## src/rtl/debug_command_unit.sv

```systemverilog
// debug_command_unit: MIPS-side endpoint of the MicroBlaze debug link.
// Decodes 32-bit control frames {code[31:26], valid[25], addr_type[24:16], address[15:0]}
// and drives the pipeline core (run/step enable, soft reset, instruction loading,
// debug data requests). Status and requested data go back on o_frame_to_blaze.
// Ports:
//   i_clock, i_reset (sync, active-low)
//   i_frame_from_blaze / o_frame_to_blaze, o_reply_valid : MicroBlaze link
//   o_pipe_enable, o_pipe_reset, i_halt                   : core control
//   o_instr_we, o_instr_addr, o_instr_data                : instruction-memory load
//   o_req_valid, o_req_type, o_req_addr, i_req_data, i_req_ready : debug reads
module debug_command_unit #(
  parameter int unsigned NB_CONTROL_FRAME = 32,
  parameter int unsigned NB_INSTR         = 32,
  parameter int unsigned NB_INSTR_ADDR    = 9,
  parameter int unsigned N_ADDR           = 512,
  parameter int unsigned REQ_TIMEOUT      = 16
) (
  input  logic                        i_clock,
  input  logic                        i_reset,
  input  logic [NB_CONTROL_FRAME-1:0] i_frame_from_blaze,
  output logic [NB_CONTROL_FRAME-1:0] o_frame_to_blaze,
  output logic                        o_reply_valid,
  output logic                        o_pipe_enable,
  output logic                        o_pipe_reset,
  input  logic                        i_halt,
  output logic                        o_instr_we,
  output logic [NB_INSTR_ADDR-1:0]    o_instr_addr,
  output logic [NB_INSTR-1:0]         o_instr_data,
  output logic                        o_req_valid,
  output logic [8:0]                  o_req_type,
  output logic [15:0]                 o_req_addr,
  input  logic [NB_CONTROL_FRAME-1:0] i_req_data,
  input  logic                        i_req_ready
);

  localparam int unsigned NB_CODE  = 6;
  localparam int unsigned NB_TYPE  = 9;
  localparam int unsigned NB_ADDR  = 16;
  localparam int unsigned NB_PAD   = NB_CONTROL_FRAME - NB_CODE - 1;
  localparam int unsigned NB_TIMER = $clog2(REQ_TIMEOUT + 1);

  localparam logic [NB_CODE-1:0] CMD_START     = 6'b000001;
  localparam logic [NB_CODE-1:0] CMD_RESET     = 6'b000010;
  localparam logic [NB_CODE-1:0] CMD_REQ_DATA  = 6'b000011;
  localparam logic [NB_CODE-1:0] CMD_LOAD_LSB  = 6'b000100;
  localparam logic [NB_CODE-1:0] CMD_LOAD_MSB  = 6'b000101;
  localparam logic [NB_CODE-1:0] CMD_MODE_GET  = 6'b001000;
  localparam logic [NB_CODE-1:0] CMD_MODE_CONT = 6'b001001;
  localparam logic [NB_CODE-1:0] CMD_MODE_STEP = 6'b001010;
  localparam logic [NB_CODE-1:0] CMD_STEP      = 6'b100000;

  typedef enum logic [1:0] {IDLE, RUN, REQ_WAIT} state_t;

  state_t                  state;
  state_t                  ret_state;
  logic                    mode_cont;
  logic                    halted;
  logic                    valid_q;
  logic [NB_INSTR_ADDR-1:0] load_ptr;
  logic [NB_ADDR-1:0]      lsb_hold;
  logic [NB_TIMER-1:0]     timer;

  // Frame field views
  logic [NB_CODE-1:0]          frame_code;
  logic                        frame_valid;
  logic [NB_TYPE-1:0]          frame_type;
  logic [NB_ADDR-1:0]          frame_addr;
  logic                        accept;
  logic [NB_CONTROL_FRAME-1:0] ack_frame;
  logic [NB_CONTROL_FRAME-1:0] nack_frame;
  logic [NB_CONTROL_FRAME-1:0] mode_frame;

  assign frame_code  = i_frame_from_blaze[NB_CONTROL_FRAME-1 -: NB_CODE];
  assign frame_valid = i_frame_from_blaze[NB_PAD];
  assign frame_type  = i_frame_from_blaze[NB_TYPE+NB_ADDR-1:NB_ADDR];
  assign frame_addr  = i_frame_from_blaze[NB_ADDR-1:0];
  assign accept      = frame_valid & ~valid_q;
  assign ack_frame   = {frame_code, 1'b1, {NB_PAD{1'b0}}};
  assign nack_frame  = {frame_code, 1'b0, {NB_PAD{1'b0}}};
  assign mode_frame  = {{(NB_CONTROL_FRAME-3){1'b0}}, halted, (state == RUN), mode_cont};

  // Control FSM, command decode and all registered outputs
  always_ff @(posedge i_clock) begin
    if (!i_reset) begin
      state            <= IDLE;
      ret_state        <= IDLE;
      mode_cont        <= 1'b0;
      halted           <= 1'b0;
      valid_q          <= 1'b0;
      load_ptr         <= '0;
      lsb_hold         <= '0;
      timer            <= '0;
      o_frame_to_blaze <= '0;
      o_reply_valid    <= 1'b0;
      o_pipe_enable    <= 1'b0;
      o_pipe_reset     <= 1'b0;
      o_instr_we       <= 1'b0;
      o_instr_addr     <= '0;
      o_instr_data     <= '0;
      o_req_valid      <= 1'b0;
      o_req_type       <= '0;
      o_req_addr       <= '0;
    end else begin
      valid_q       <= frame_valid;
      o_reply_valid <= 1'b0;
      o_pipe_reset  <= 1'b0;
      o_instr_we    <= 1'b0;
      o_pipe_enable <= 1'b0;

      // Autonomous behaviour per state; a command accepted below overrides it
      case (state)
        IDLE: ;
        RUN: begin
          if (i_halt) halted <= 1'b1;
          if (mode_cont) begin
            if (i_halt) state <= IDLE;
            else        o_pipe_enable <= 1'b1;
          end
        end
        REQ_WAIT: begin
          if (i_req_ready || timer == NB_TIMER'(REQ_TIMEOUT - 1)) begin
            o_frame_to_blaze <= i_req_ready ? i_req_data : NB_CONTROL_FRAME'(32'hDEAD_BEEF);
            o_reply_valid    <= 1'b1;
            o_req_valid      <= 1'b0;
            state            <= ret_state;
            o_pipe_enable    <= (ret_state == RUN) & mode_cont & ~i_halt;
          end else begin
            timer <= timer + NB_TIMER'(1);
          end
        end
        default: state <= IDLE;
      endcase

      // Commands on a valid rising edge; edges during REQ_WAIT are dropped
      if (accept && state != REQ_WAIT) begin
        o_reply_valid <= 1'b1;
        case (frame_code)
          CMD_START: begin
            state            <= RUN;
            halted           <= 1'b0;
            o_pipe_enable    <= mode_cont & ~i_halt;
            o_frame_to_blaze <= ack_frame;
          end
          CMD_RESET: begin
            state            <= IDLE;
            halted           <= 1'b0;
            load_ptr         <= '0;
            o_pipe_reset     <= 1'b1;
            o_pipe_enable    <= 1'b0;
            o_frame_to_blaze <= ack_frame;
          end
          CMD_MODE_CONT: begin
            mode_cont        <= 1'b1;
            if (state == RUN) o_pipe_enable <= ~i_halt;
            o_frame_to_blaze <= ack_frame;
          end
          CMD_MODE_STEP: begin
            mode_cont        <= 1'b0;
            o_pipe_enable    <= 1'b0;
            o_frame_to_blaze <= ack_frame;
          end
          CMD_MODE_GET: o_frame_to_blaze <= mode_frame;
          CMD_STEP: begin
            // Halt takes priority over a step request
            if (state == RUN && !mode_cont && !i_halt) begin
              o_pipe_enable    <= 1'b1;
              o_frame_to_blaze <= ack_frame;
            end else begin
              o_frame_to_blaze <= nack_frame;
            end
          end
          CMD_LOAD_LSB: begin
            if (state == RUN) begin
              o_frame_to_blaze <= nack_frame;
            end else begin
              lsb_hold         <= frame_addr;
              o_frame_to_blaze <= ack_frame;
            end
          end
          CMD_LOAD_MSB: begin
            if (state == RUN) begin
              o_frame_to_blaze <= nack_frame;
            end else begin
              o_instr_we       <= 1'b1;
              o_instr_addr     <= load_ptr;
              o_instr_data     <= NB_INSTR'({frame_addr, lsb_hold});
              load_ptr         <= (load_ptr == NB_INSTR_ADDR'(N_ADDR - 1)) ? '0
                                  : load_ptr + NB_INSTR_ADDR'(1);
              o_frame_to_blaze <= ack_frame;
            end
          end
          CMD_REQ_DATA: begin
            // Reply is sent when the read completes or times out
            o_reply_valid <= 1'b0;
            o_req_valid   <= 1'b1;
            o_req_type    <= frame_type;
            o_req_addr    <= frame_addr;
            o_pipe_enable <= 1'b0;
            ret_state     <= state;
            state         <= REQ_WAIT;
            timer         <= '0;
          end
          default: o_frame_to_blaze <= nack_frame;
        endcase
      end
    end
  end

endmodule

```

## config.mk

```make
export PLATFORM = sky130hd
export DESIGN_NAME = debug_command_unit
export DESIGN_NICKNAME = d
export VERILOG_FILES = /design/src/rtl/debug_command_unit.sv
export SDC_FILE = /design/constraint.sdc
export NUM_CORES = 1
export LEC_CHECK = 0
export ABC_AREA = 1
export CAP_MARGIN = 20
export CELL_PAD_IN_SITES_DETAIL_PLACEMENT = 2
export CELL_PAD_IN_SITES_GLOBAL_PLACEMENT = 2
export CORE_MARGIN = 1.5
export CORE_UTILIZATION = 27
export CTS_BUF_LIST = sky130_fd_sc_hd__clkbuf_4
export CTS_CLUSTER_SIZE = 20
export DETAILED_ROUTE_END_ITERATION = 16
export GPL_ROUTABILITY_DRIVEN = 0
export PLACE_DENSITY = 0.91
export SYNTH_ARGS = -nofsm -noshare
export SYNTH_HDL_FRONTEND = slang
export SYNTH_SLANG_ARGS = --single-unit
```

## constraint.sdc

```tcl
create_clock -name i_clock -period 2.4 [get_ports i_clock]
set_clock_uncertainty 0.05 [all_clocks]
set_input_delay 0.24 -clock i_clock [delete_from_list [all_inputs] [get_ports i_clock]]
set_output_delay 0.24 -clock i_clock [all_outputs]
set_load 0.01 [all_outputs]
```

Word-level counts from Yosys, hierarchy flattened
Cells that the tools add are included.
{"block": "totals", "register_bits": 140, "elab_cells": 106}
{"block": "classes", "addsub": 2, "n_eq_ne": 16, "n_mux": 43, "n_bitwise": 7, "reduce_logical": 20}
{"cell": "case mux 32 bit (5 select lines)", "count": 1}
{"cell": "2-to-1 mux 32 bit", "count": 4}
{"cell": "2-to-1 mux 26 bit", "count": 2}
{"cell": "2-to-1 mux 1 bit", "count": 20}
{"cell": "2-to-1 mux 5 bit", "count": 4}
{"cell": "== test 6 x 4 -> 1 bit (second input constant)", "count": 3}
{"cell": "2-to-1 mux 9 bit", "count": 2}
{"cell": "case mux 9 bit (2 select lines)", "count": 1}
{"cell": "== test 6 x 2 -> 1 bit (second input constant)", "count": 2}
{"cell": "== test 6 x 3 -> 1 bit (second input constant)", "count": 2}
{"cell": "case mux 2 bit (3 select lines)", "count": 2}
{"cell": "AND reduction 3 bit", "count": 4}
{"cell": "adder 9 x 1 -> 9 bit (second input constant)", "count": 1}
{"cell": "== test 9 bit (second input constant)", "count": 1}
{"cell": "2-to-1 mux 2 bit", "count": 4}
{"cell": "== test 6 x 1 -> 1 bit (second input constant)", "count": 1}
{"cell": "== test 6 bit (second input constant)", "count": 1}
{"cell": "AND reduction 2 bit", "count": 3}
{"cell": "adder 5 x 1 -> 5 bit (second input constant)", "count": 1}
{"cell": "== test 5 x 4 -> 1 bit (second input constant)", "count": 1}
{"cell": "bitwise AND 1 bit", "count": 4}
{"cell": "== test 2 x 1 -> 1 bit (second input constant)", "count": 2}
{"cell": "inequality test 2 bit (second input constant)", "count": 2}
{"cell": "case mux 1 bit (2 select lines)", "count": 2}
{"cell": "other kinds (11)", "count": 18}

Depth between registers and ports, before layout
Gate-level depths: netlist (run 1).
{"block": "depth", "word_depth": 8, "ltp_mapped": 13, "depth_no_buf": 12}

Least setup slack after synthesis (run 1)
Ideal clock, no wire load.
{"block": "synth_path", "kind": "reg-to-reg", "start": "reg timer[0]", "end": "reg o_frame_to_blaze[28]", "arrival_ps": 1584, "required_ps": 2218, "setup_slack_ps": 634, "stages_incl_launch_ff": 10, "path_buffers": 1, "period_less_slack_ps": 1766, "cell_sequence": "dfxtp_1 ha_1 nand2_1 nor2_1 ha_1 nor2_1 nor2_2 buf_2 o221ai_1 a21oi_1"}
{"block": "synth_via", "elab_chain_cells": 6}
{"item": "start, declared", "line_no": "61", "text": "logic [NB_TIMER-1:0] timer;"}
{"item": "start signal, assigned", "line_no": "128", "text": "timer <= timer + NB_TIMER'(1);"}
{"item": "== test 5 x 4 -> 1 bit (*)", "line_no": "121", "text": "if (i_req_ready || timer == NB_TIMER'(REQ_TIMEOUT - 1)) begin"}
{"item": "logical OR 1 bit (*)", "line_no": "121"}
{"item": "2-to-1 mux 32 bit (*)", "line_no": "121"}
{"item": "2-to-1 mux 32 bit (*)", "line_no": "111", "text": "case (state)"}
{"item": "case mux 32 bit (5 select lines)", "line_no": "137", "text": "case (frame_code)"}
{"item": "2-to-1 mux 32 bit (*)", "line_no": "135", "text": "if (accept && state != REQ_WAIT) begin"}
{"item": "end signal, assigned", "line_no": "122", "text": "o_frame_to_blaze <= i_req_ready ? i_req_data : NB_CONTROL_FRAME'(32'hDEAD_BEEF);"}
{"item": "end signal, assigned", "line_no": "142", "text": "o_frame_to_blaze <= ack_frame;"}
{"item": "end signal, assigned", "line_no": "150", "text": "o_frame_to_blaze <= ack_frame;"}
{"item": "end, declared", "line_no": "21", "text": "output logic [NB_CONTROL_FRAME-1:0] o_frame_to_blaze,"}
Every way passes the cells marked *; elsewhere a longest branch is shown, timed or not.
A chain may end at the register's enable or synchronous reset.

Worst setup path after layout (run 1)
{"block": "layout_path", "start": "reg timer[0]", "end": "reg o_frame_to_blaze[29]"}
Same word-level chain as after synthesis.

==> results of run 1 <==
## routing by layer
| metal | global-route usage (%) | vias up | wire length [µm] | share of wire, % |
|---|---|---|---|---|
| li1 | - | 2662 | - | - |
| met1 | 21.90 | 2716 | 8577 | 42 |
| met2 | 34.88 | 125 | 10390 | 51 |
| met3 | 4.375 | 40 | 791 | 3.9 |
| met4 | 7.525 | 0 | 553 | 2.7 |
| met5 | 0 | - | 0 | 0 |
## power by group
part           leakage (µW)  switching [µW]  internal (µW)  total (µW)
sequential          0.00113            10.4           2340        2350
combinational       0.00165             170            161         331
clock              0.000145            1040            567        1600
total               0.00292            1220           3070        4290
## worst register-to-register path, cell delays in order (launching register included)
cell and delay [ns]:
dfxtp_1 0.40, ha_1 0.18, nand2_1 0.07, nor2_1 0.09
ha_1 0.17, nor2_1 0.07, nor2_2 0.29, inv_1 0.34
a22oi_1 0.27, o22ai_1 0.10
## state kept, by name (all words and copies together) (netlist names), 5 cells and up
register          cells
load_ptr              9
lsb_hold             16
o_frame_to_blaze     32
o_instr_addr          9
o_instr_data         32
o_req_addr           16
o_req_type            9
timer                 5
## area by class of cell
| class | instances | area, µm² | share of cell area [%] |
|---|---|---|---|
| sequential | 140 | 2803 | 35.73 |
| multi-input combinational | 464 | 2338 | 29.81 |
| timing repair buffer | 186 | 1842 | 23.48 |
| tap | 270 | 337.8 | 4.306 |
| inverter | 61 | 232.7 | 2.967 |
| clock inverter | 14 | 153.9 | 1.962 |
| clock buffer | 18 | 135.1 | 1.722 |
| antenna | 1 | 2.502 | 0.03190 |
## worst max path at each step
stage	start	end
3_3_place_gp	state[0]$_SDFF_PN0_	o_req_addr[10]$_SDFFE_PN0P_
5_1_grt	timer[0]$_SDFF_PN0_	state[0]$_SDFF_PN0_
6_report	timer[0]$_SDFF_PN0_	o_frame_to_blaze[29]$_SDFF_PN0_
4_1_cts	state[0]$_SDFF_PN0_	o_req_addr[5]$_SDFFE_PN0P_
3_5_place_dp	i_frame_from_blaze[28]	o_req_addr[0]$_SDFFE_PN0P_
2_1_floorplan	timer[0]$_SDFF_PN0_	o_frame_to_blaze[28]$_SDFF_PN0_
## cells by family (layout without fill, tap and decap cells)
group,count (synthesis),after routing
compound gates,170,170
xor+xnor,3,3
fa+ha+maj,8,8
buf+inv,97,279
flops,140,140
other cells,0,1
simple gates,283,283
## what timing repair did
item / in CTS / in global routing
resized for setup: 0 / 5
endpoints found under the setup margin: 0 / 39
hold buffers: 0 / 0
setup buffers: 0 / 0
hold endpoints to repair: 0 / 0
## placed cells by master, fill, tap and decap left out, drive strengths merged, types with 9 or more instances in the layout
| cell type | Yosys | layout |
|---|---|---|
| a211oi | 21 | 21 |
| o22ai | 22 | 22 |
| nand2 | 81 | 81 |
| clkdlybuf4s50 | 0 | 169 |
| clkbuf | 15 | 18 |
| dfxtp | 140 | 140 |
| a21oi | 38 | 38 |
| inv | 60 | 67 |
| buf | 21 | 17 |
| a22oi | 9 | 9 |
| nand3 | 34 | 34 |
| nor2 | 158 | 158 |
| o21ai | 74 | 74 |
## stage by stage
stage / area, µm² / util, % / hold slack, ns / instances
global route: 7845 / 38.77 / 0.1319 / 1154
finish: 7845 / 38.77 / 0.1629 / 1154
CTS: 7828 / 38.68 / 0.1035 / 1153
detailed placement: 7538 / 37.26 / 0.4202 / 1121
global placement: 7538 / 37.26 / 0.4023 / 1121
floorplan: 5563 / - / 0.2835 / 701
==> results.cfg, run 1 <==
[logic_synthesis]
synth-compound-area-share_pct = 17.90
async_flop_share_pct = 0
synthTopCellsByArea = dfxtp_1 (50%), nor2_1 (10%), o21ai_0 (6.0%)
syn_inst = 701
synthMuxAreaShare_pct = 0
synthSimpleGateAreaFrac_pct = 21.64
synthFlopType = dfxtp_1
synthTopCellsByCount = nor2_1 (150), dfxtp_1 (140), nand2_1 (74)
synth.ff_latch_count = 140
ys_types = 33
ys_seq_area_share_pct = 50.38
syn_area_per_cell_um2 = 7.936
yosysTopAreaCell = dfxtp_1
synthAdderAreaFrac_pct = 1.799
synth_xor_area_share_pct = 0.4723
synth_area_mm2 = 0.005563
synth.net_count = 777
yosysWarningCount = 0
synth-edff-count = 0
synth_top_area_share_pct = 50.38
yosysMostFrequentCell = nor2_1
synth_top_family_by_area = simple AND/OR/NAND/NOR gates

[timing]
rsz0062_at_grt = no
fin_ws_ns = 0.2697
setup_violations = 0
fin_crit_ns = 2.130
slew_headroom_pct = 66.55
final.period_utilization_pct = 88.76
hold_viol = 0
fmax_mhz = 469.4
tightest_slew_ns = 0.5011
fin_setup_tns_ns = 0
slew_viol_final = 0

[floorplanning]
die_area_mm2 = 0.02147
ioPinCount = 171
initial_core_util_pct = 27.49
row_count = 52
die_y_um = 146.5
die_width_um = 146.5
core-area_mm2 = 0.02023

[worst_hold_path]
min_from = i_reset
hold_path_depth = 4
whs_endpoint = o_frame_to_blaze[30]$_SDFF_PN0_
min_path_type = input pin to flip-flop

[clock_network]
ctsHtreeMaxLevel = 4
cts_max_path_buffers = 2
cts.sink_count = 140
clkTransAtPathRegs_ns = 0.14
cts_buffers = 17
root_buffer = clkbuf_4
cts_tree = built
insertion_delay_ns = 0.55

[worst_setup_path]
rr_endpoint = o_frame_to_blaze[29]$_SDFF_PN0_
path_max_fanout = 11
r2r-start = timer[0]$_SDFF_PN0_
max_stage_delay_ns = 0.40
cp-start-kind = flip-flop
crit_required_ns = 2.79
cpLargestDelayFamily = simple AND/OR/NAND/NOR gates
r2r_cells = 9
rrSetupSlack_ns = 0.27
endpoint_kind = flip-flop
worst_path_max_delay_cell = dfxtp_1
path_class = flip-flop to flip-flop
crit_buf_inv = 1
worstPathArrival_ns = 2.52
path_depth = 9
crit_chain = ha_1 -> nand2_1 -> nor2_1 -> ha_1 -> nor2_1 -> nor2_2 -> inv_1 -> a22oi_1 -> o22ai_1

[route]
wl_per_cell_um = 17.60
dr.pass1.iters = 5
drt_iter0_markers = 198
drc = 0
viasPerCell = 4.803
dr_total_vias = 5543
drtAntennaViolNets = 0
routed_wl_um = 20310

[power]
ir_drop_uv = 233.1
total_power_uw = 4286
p_leak_uw = 0.002920
power.density_mw_per_mm2 = 546.4

[place]
io_buffer_count = 170
dp_slack_ns = 0.05756
place_hpwl_um = 14790

[final_layout]
drive_gt1_share_pct = 8.381
finalNetCount = 946
nFillCells = 2319
area_delta_synth_final_pct = 41.03

[global_route]
grt_pass1_wl_um = 32740
antenna_found_initial = 1
grt.total_usage_pct = 19.27
grt_overflow_total = 0
grt_max_degree = 50
grt_pass1_vias = 6184

[job]
cap_viol_max_count = 0

[outcome]
status = finished clean
Note: power is estimated with default switching activity, not from simulation.
==> run 2, diff against run 1 <==
CTS_CLUSTER_SIZE = 40   (was 20)
==> results of run 2 <==
The final DEF is identical to that of run 1; final timing and power are the same.
